$ cat src/rtl/flat_vec_streamer.sv
// rtl/flat_vec_streamer.sv - captures one flat CHW vector and replays it one tagged element per beat
module flat_vec_streamer #(
    parameter int CH    = 1,
    parameter int H     = 1,
    parameter int W     = 1,
    parameter int WIDTH = 16,
    localparam int DIM  = CH * H * W,
    localparam int CW   = (CH > 1) ? $clog2(CH) : 1,
    localparam int RW   = (H > 1) ? $clog2(H) : 1,
    localparam int XW   = (W > 1) ? $clog2(W) : 1
) (
    input  logic                   clk,
    input  logic                   rst_n,
    input  logic                   vec_valid,
    output logic                   vec_ready,
    input  logic [DIM*WIDTH-1:0]   vec_in,
    output logic                   s_valid,
    input  logic                   s_ready,
    output logic [WIDTH-1:0]       s_data,
    output logic                   s_first,
    output logic                   s_last,
    output logic [CW-1:0]          s_ch,
    output logic [RW-1:0]          s_row,
    output logic [XW-1:0]          s_col
);

    localparam int IW = (DIM > 1) ? $clog2(DIM) : 1;
    localparam logic [IW-1:0] IDX_LAST = IW'(DIM - 1);
    localparam logic [RW-1:0] R_MAX    = RW'(H - 1);
    localparam logic [XW-1:0] X_MAX    = XW'(W - 1);

    typedef enum logic {ST_IDLE, ST_STREAM} state_t;

    state_t             r_state;
    logic [WIDTH-1:0]   r_buf [DIM];
    logic [IW-1:0]      r_idx;
    logic [CW-1:0]      r_c;
    logic [RW-1:0]      r_r;
    logic [XW-1:0]      r_x;
    logic [WIDTH-1:0]   r_data;
    logic               r_valid;
    logic               r_first;
    logic               r_last;

    logic               w_load;
    logic               w_advance;
    logic               w_finish;
    logic [IW-1:0]      w_idx_nxt;
    logic [WIDTH-1:0]   w_nxt_data;

    // A new vector may be taken while the final beat of the current one is being consumed.
    assign vec_ready = rst_n & ((r_state == ST_IDLE) |
                                ((r_state == ST_STREAM) & r_last & s_ready));
    assign w_load    = vec_valid & vec_ready;
    assign w_advance = (r_state == ST_STREAM) & s_ready & ~r_last;
    assign w_finish  = (r_state == ST_STREAM) & s_ready & r_last;
    assign w_idx_nxt = r_idx + 1'b1;

    always_comb begin
        w_nxt_data = '0;
        for (int i = 0; i < DIM; i++) begin
            if (IW'(i) == w_idx_nxt) begin
                w_nxt_data = r_buf[i];
            end
        end
    end

    always_ff @(posedge clk) begin
        if (w_load) begin
            for (int i = 0; i < DIM; i++) begin
                r_buf[i] <= vec_in[i*WIDTH +: WIDTH];
            end
        end
    end

    always_ff @(posedge clk) begin
        if (!rst_n) begin
            r_state <= ST_IDLE;
            r_idx   <= '0;
            r_c     <= '0;
            r_r     <= '0;
            r_x     <= '0;
            r_data  <= '0;
            r_valid <= 1'b0;
            r_first <= 1'b0;
            r_last  <= 1'b0;
        end else if (w_load) begin
            r_state <= ST_STREAM;
            r_idx   <= '0;
            r_c     <= '0;
            r_r     <= '0;
            r_x     <= '0;
            r_data  <= vec_in[WIDTH-1:0];
            r_valid <= 1'b1;
            r_first <= 1'b1;
            r_last  <= (DIM == 1);
        end else if (w_advance) begin
            r_idx   <= w_idx_nxt;
            r_data  <= w_nxt_data;
            r_first <= 1'b0;
            r_last  <= (w_idx_nxt == IDX_LAST);
            // Raster order: column fastest, then row, then channel.
            if (r_x == X_MAX) begin
                r_x <= '0;
                if (r_r == R_MAX) begin
                    r_r <= '0;
                    r_c <= r_c + 1'b1;
                end else begin
                    r_r <= r_r + 1'b1;
                end
            end else begin
                r_x <= r_x + 1'b1;
            end
        end else if (w_finish) begin
            r_state <= ST_IDLE;
            r_valid <= 1'b0;
            r_first <= 1'b0;
            r_last  <= 1'b0;
        end
    end

    assign s_valid = r_valid;
    assign s_data  = r_data;
    assign s_first = r_first;
    assign s_last  = r_last;
    assign s_ch    = r_c;
    assign s_row   = r_r;
    assign s_col   = r_x;

endmodule

$ cat config.mk
export PLATFORM = sky130hd
export DESIGN_NAME = flat_vec_streamer
export DESIGN_NICKNAME = d
export VERILOG_FILES = /design/src/rtl/flat_vec_streamer.sv
export SDC_FILE = /design/constraint.sdc
export NUM_CORES = 1
export LEC_CHECK = 0
export ABC_CLOCK_PERIOD_IN_PS = 4050
export BUFFER_PORTS_ARGS = -buffer_cell sky130_fd_sc_hd__buf_2
export CORE_MARGIN = 2
export CORE_UTILIZATION = 30
export CTS_CLUSTER_DIAMETER = 150
export DETAILED_ROUTE_END_ITERATION = 12
export PLACE_DENSITY_LB_ADDON = 0.08
export REMOVE_ABC_BUFFERS = 1
export SYNTH_ARGS = -nofsm -noshare
export SYNTH_HDL_FRONTEND = slang
export SYNTH_SLANG_ARGS = --single-unit
export TNS_END_PERCENT = 10
$ cat constraint.sdc
create_clock -name clk -period 4.05 [get_ports clk]
set_clock_uncertainty 0.1 [all_clocks]
set_input_delay 0.81 -clock clk [delete_from_list [all_inputs] [get_ports clk]]
set_output_delay 0.81 -clock clk [all_outputs]
set_load 0.05 [all_outputs]
==> results of run 1 <==
-- worst reg2reg max path, delay by kind of cell, from the launching register on --
family	cells	cell delay [ns]
DFF	1	0.44
AOI/OAI and AO/OA	3	1.23
buffers and inverters	1	0.13
-- flip-flops by register name (all words and copies together), names as in the netlist --
name / cells
r_buf: 16
s_data: 16
r_idx: 1
s_ch: 1
s_first: 1
s_last: 1
s_valid: 1
-- per-stage QoR --
stage	std cells	util
2_1_floorplan	113	-
3_3_place_gp	221	0.366
3_5_place_dp	221	0.366
4_1_cts	228	0.382
5_1_grt	228	0.382
6_report	228	0.382
-- placed cells by master (no fill, tap or decap) --
master and instances:
clkbuf_1 1, nor2b_2 1, nor2_1 2, nor3_4 1
edfxtp_1 16, nand2_1 20, nor2b_1 5, a211oi_1 1
o21a_1 1, buf_4 1, conb_1 2, a21boi_1 7
nand2b_1 1, buf_2 40, clkinv_1 1, a21oi_1 1
a22oi_2 10, a22oi_1 8, mux2i_1 2, clkbuf_8 5
inv_1 1, and2_1 2, o22ai_2 1, a21boi_2 10
dfxtp_1 21
-- power by group through the flow --
stage	combinational (mW)	clock, mW	sequential (mW)
finish	0.141	0.234	0.424
global route	0.151	0.260	0.426
CTS	0.143	0.248	0.424
floorplan	0.0542	0	0.477
global placement	0.141	0	0.432
detailed placement	0.143	0	0.432
-- layout make-up --
type / instances / share of cell area
clock inverter: 1 / 0.00204
clock buffer: 6 / 0.0394
tap: 67 / 0.0455
timing repair buffer: 41 / 0.113
inverter: 1 / 0.00204
sequential: 37 / 0.489
multi-input combinational: 75 / 0.309
-- cells by family after synthesis --
group | count (synthesis)
muxes | 2
AOI/OAI and AO/OA | 39
and+or+nand+nor | 32
DFF | 37
other | 1
buffers and inverters | 9
-- layer usage --
layer / GRT usage / vias to the layer above
li1: - / 512
met1: 0.159 / 489
met4: 0.0468 / 0
met5: 0 / -
met2: 0.169 / 29
met3: 0.0529 / 2
-- worst min-delay path by stage --
stage,to,slack (ns),cells after the start
3_5_place_dp,s_first,0.41,2
4_1_cts,s_first,0.43,2
6_report,s_first,0.43,2
3_3_place_gp,s_first,0.40,2
5_1_grt,s_first,0.45,2
2_1_floorplan,s_data[10],0.41,2
==> reports/metrics.cfg, run 1 <==
[synth]
synth_area_leader_cell = edfxtp_1
syn-cell-area_um2 = 1530
synth_seq_cells = 37
netlist.area_leader.share = 0.315
synthAdderAreaFrac = 0
synth_edf_count = 16
yosys_warnings = 0
ys.flop_type = dfxtp_1
async_flop_share = 0
syn_area_per_cell_um2 = 12.7
synthTopCellsByCount = 21 x dfxtp_1, 20 x nand2_1, 16 x edfxtp_1, 10 x a21boi_2, 10 x a22oi_2
synth_xor_area_frac = 0
yosysUniqueCellTypes = 24
synth_compound_gate_area_share = 0.251
yosys.area_share.simple = 0.103
synth_mux_area_frac = 0.0131
synth.area.top_cells = edfxtp_1 31%, dfxtp_1 28%, a22oi_2 8.2%
ys_seq_area_frac = 0.590
netlist_instances = 120
synth_most_common_cell = dfxtp_1
synth_top_family_by_area = compound AO/OA/AOI/OAI gates

[grt]
antenna_found_initial = 0
grt_max_degree = 25
grt.overflow.total = 0
track_usage = 0.119
grt_pass1_wl_um = 4770
first_global_vias = 991

[detailed_routing]
vias = 1032
highest_layer = met4
avgRoutedWirePerCell_um = 13.6
wl_met3_um = 221
drc = 0
first_iter_violations = 54
routed_wl_um = 3100
wl_met1_um = 1450
ant_nets = 0
met2WireLength_um = 1420
via_per_inst = 4.53
first_pass_iters = 4

[cts]
insertion_delay_ns = 0.28
cts_max_path_buffers = 2
cts_tree = built
path_clk_slew_ns = 0.06
numCtsBuffers = 5
ctsResizeCount = 0
cts-root-buf = clkbuf_8
clock-sinks = 37
hold_buffers = 0
htree_num_levels = 2
post_cts_buffers = 0

[placed_design]
place_area_um2 = 1760
place_congestion = 0.637
dpl.hpwl_um = 2030
io_buffers = 40
place_worst_setup_slack_ns = 1.44

[finish]
num-nets-final = 181
syn2layout_area_growth_pct = 20.6
stdcell_area_um2 = 1840
final_layout_size_suffix_gt1_frac = 0.429
ff_latch_area_um2 = 901
n_fill_cell = 504
multi_input_area_um2 = 568
antennaDiodeCount = 0

[power]
power_switching_uw = 230
seq_power_share = 0.531
p_int_uw = 568
sw_frac_of_total = 0.288
power.density_nw_per_um2 = 434
comb_power_share = 0.176
clkPwrFrac = 0.293
p_total_uw = 798
cellLeakagePower_nw = 0.703
ir_drop_uv = 200

[sta]
fin_ws_ns = 1.56
period_needed_ns = 2.49
final.period_utilization = 0.614
final-hold-violation-count = 0
slew_violations = 0
max_freq_mhz = 402
hold_slack_ns = 0.428
rsz0062_at_grt = no
setup_viol = 0
relSlewSlack = 0.356
fin_tns_setup_ns = 0
worst_slew_pin_slew_ns = 0.967

[worst_setup_path]
r2r_cells = 4
worstReg2RegStart = s_valid
cp-endpoint = vec_ready
r2r_end = s_data[8]
rrSetupSlack_ns = 2.09
startpoint = rst_n
cp.depth = 3
path_buf_inv = 2
end_kind = output pin
cpMostUsedCell = buf_2
crit_required_ns = 3.14
arrival_ns = 1.58
startpoint_type = input pin
path_max_fanout = 24
slowest_stage = buf_2
crit_chain = buf_2 -> nor2b_1 -> buf_2
critPathMaxStageDelay_ns = 0.32
worstSetupPathType = in -> out
path_delay_family = buffers and inverters

[floorplan]
die_w_um = 75.3
die_h_um = 75.3
ios = 43
design.die.area_um2 = 5670
core_um2 = 4820
num_rows = 25
initial_utilization = 0.317

[hold_path]
holdCritStartpoint = s_first
min_path_type = reg -> reg

[job]
drv_cap = 0

[outcome]
status = finished, final reports clean

Note: power is estimated with default switching activity, not from simulation.
==> run 2: changes to the inputs <==
--- a/config.mk
+++ b/config.mk
@@ -5,7 +5,7 @@
 export SDC_FILE = /design/constraint.sdc
 export NUM_CORES = 1
 export LEC_CHECK = 0
-export ABC_CLOCK_PERIOD_IN_PS = 4050
+export ABC_CLOCK_PERIOD_IN_PS = 2260
 export BUFFER_PORTS_ARGS = -buffer_cell sky130_fd_sc_hd__buf_2
 export CORE_MARGIN = 2
 export CORE_UTILIZATION = 30
==> constraint.sdc (replaced) <==
create_clock -name clk -period 2.26 [get_ports clk]
set_clock_uncertainty 0.1 [all_clocks]
set_input_delay 0.452 -clock clk [delete_from_list [all_inputs] [get_ports clk]]
set_output_delay 0.452 -clock clk [all_outputs]
set_load 0.05 [all_outputs]
==> run 2 against run 1 <==
First-iteration DRC count increased by 63%. Sequential share of layout area shrank 0.88 points. Non-clock buffer count grew 4. Final area up 1.8%. Critical endpoint is now r_buf[0][9]. Count of clock-buffer cells in the layout grew 1. Largest cell class unchanged. Sequential power grew 79%.
==> reports/metrics.cfg, run 2 (synthesis results as in run 1) <==
[sta]
hold_slack_ns = 0.257
final-hold-violation-count = 0
fin_ws_ns = 0.367
fin_tns_setup_ns = 0
rsz0062_at_grt = no
relSlewSlack = 0.484
period_needed_ns = 1.89
setup_viol = 0
slew_violations = 0
worst_slew_pin_slew_ns = 0.774
max_freq_mhz = 528
final.period_utilization = 0.838

[cts]
cts-root-buf = clkbuf_8
path_clk_slew_ns = 0.07
hold_buffers = 0
post_cts_buffers = 0
htree_num_levels = 2
clock-sinks = 37
numCtsBuffers = 5
cts_max_path_buffers = 2
cts_tree = built
insertion_delay_ns = 0.28
ctsResizeCount = 0

[finish]
layout_commonest_cell = buf_2
antennaDiodeCount = 0
stdcell_area_um2 = 1870
syn2layout_area_growth_pct = 22.8
final_cell_mix = 40 x buf_2, 21 x dfxtp_1, 20 x nand2_1, 16 x edfxtp_1
num-nets-final = 185
final_layout_size_suffix_gt1_frac = 0.440

[power]
power.density_nw_per_um2 = 771
cellLeakagePower_nw = 0.725
p_total_mw = 1.45
ir_drop_uv = 302

[grt]
grt_max_degree = 18
grt_pass1_wl_um = 4850
grt.overflow.total = 0
track_usage = 0.121
first_global_vias = 973
antenna_found_initial = 0

[detailed_routing]
avgRoutedWirePerCell_um = 13.8
first_iter_violations = 88
first_pass_iters = 4
vias = 1041
ant_nets = 0
routed_wl_um = 3210
drc = 0
via_per_inst = 4.47

[job]
drv_cap = 0

[floorplan]
num_rows = 25
initial_utilization = 0.317
die_w_um = 75.3
core_um2 = 4820
design.die.area_um2 = 5670
die_h_um = 75.3
ios = 43

[worst_setup_path]
worstSetupPathType = reg -> reg
crit_required_ns = 2.07
end_kind = flop
path_max_fanout = 16
startpoint_type = flop
arrival_ns = 1.70

[placed_design]
dpl.hpwl_um = 2180
place_congestion = 0.714
place_worst_setup_slack_ns = 0.220
place_area_um2 = 1790
io_buffers = 40

[hold_path]
min_path_type = in -> reg

[outcome]
status = finished, final reports clean

[run 2: cell types whose count changed in the layout (fill, tap and decap cells not counted), sizes merged]
| cell | change |
|---|---|
| buf | +4 |
| clkbuf | +1 |
[run 2: worst paths after layout]
| path | cells after the start | start | to | slack [ns] |
|---|---|---|---|---|
| max | 3 | s_last | r_buf[0][9] | 0.37 |
| min reg2reg | 2 | s_first | s_first | 0.42 |
| max reg2reg | 3 | s_last | r_buf[0][9] | 0.37 |
| min | 1 | vec_in[2] | r_buf[0][2] | 0.26 |
[run 2: metal layers]
layer | routed length [um] | vias up | GRT usage | part of all wire
met5 | 0 | - | 0 | 0
met4 | 34 | 0 | 0.0409 | 0.011
met3 | 185 | 5 | 0.0463 | 0.058
met2 | 1460 | 30 | 0.171 | 0.45
met1 | 1540 | 487 | 0.169 | 0.48
li1 | - | 519 | - | -
[run 2: critical path: stages (launching register included)]
cell and delay (ns):
dfxtp_1 0.46, a21boi_1 0.15, nor2b_1 0.15, and2_1 0.65
[run 2: layout make-up]
type                    count  area (um^2)
clock buffers               7         76.3
clock inverters             1         3.75
fillers                   520         2940
inverters                   1         3.75
multi-input cells          75          568
flip-flops and latches     37          901
well taps                  67         83.8
repair buffers             45          238
[run 2: metrics by stage]
stage / util / instances
global placement: 0.372 / 225
detailed placement: 0.372 / 225
finish: 0.389 / 233
global route: 0.389 / 233
CTS: 0.389 / 233
floorplan: - / 113
[run 2: power by group]
group          switching, mW  total, mW  internal, mW
Clock                  0.214      0.428         0.215
Combinational          0.180      0.257        0.0775
Sequential            0.0222      0.759         0.737
Total                  0.416       1.45          1.03
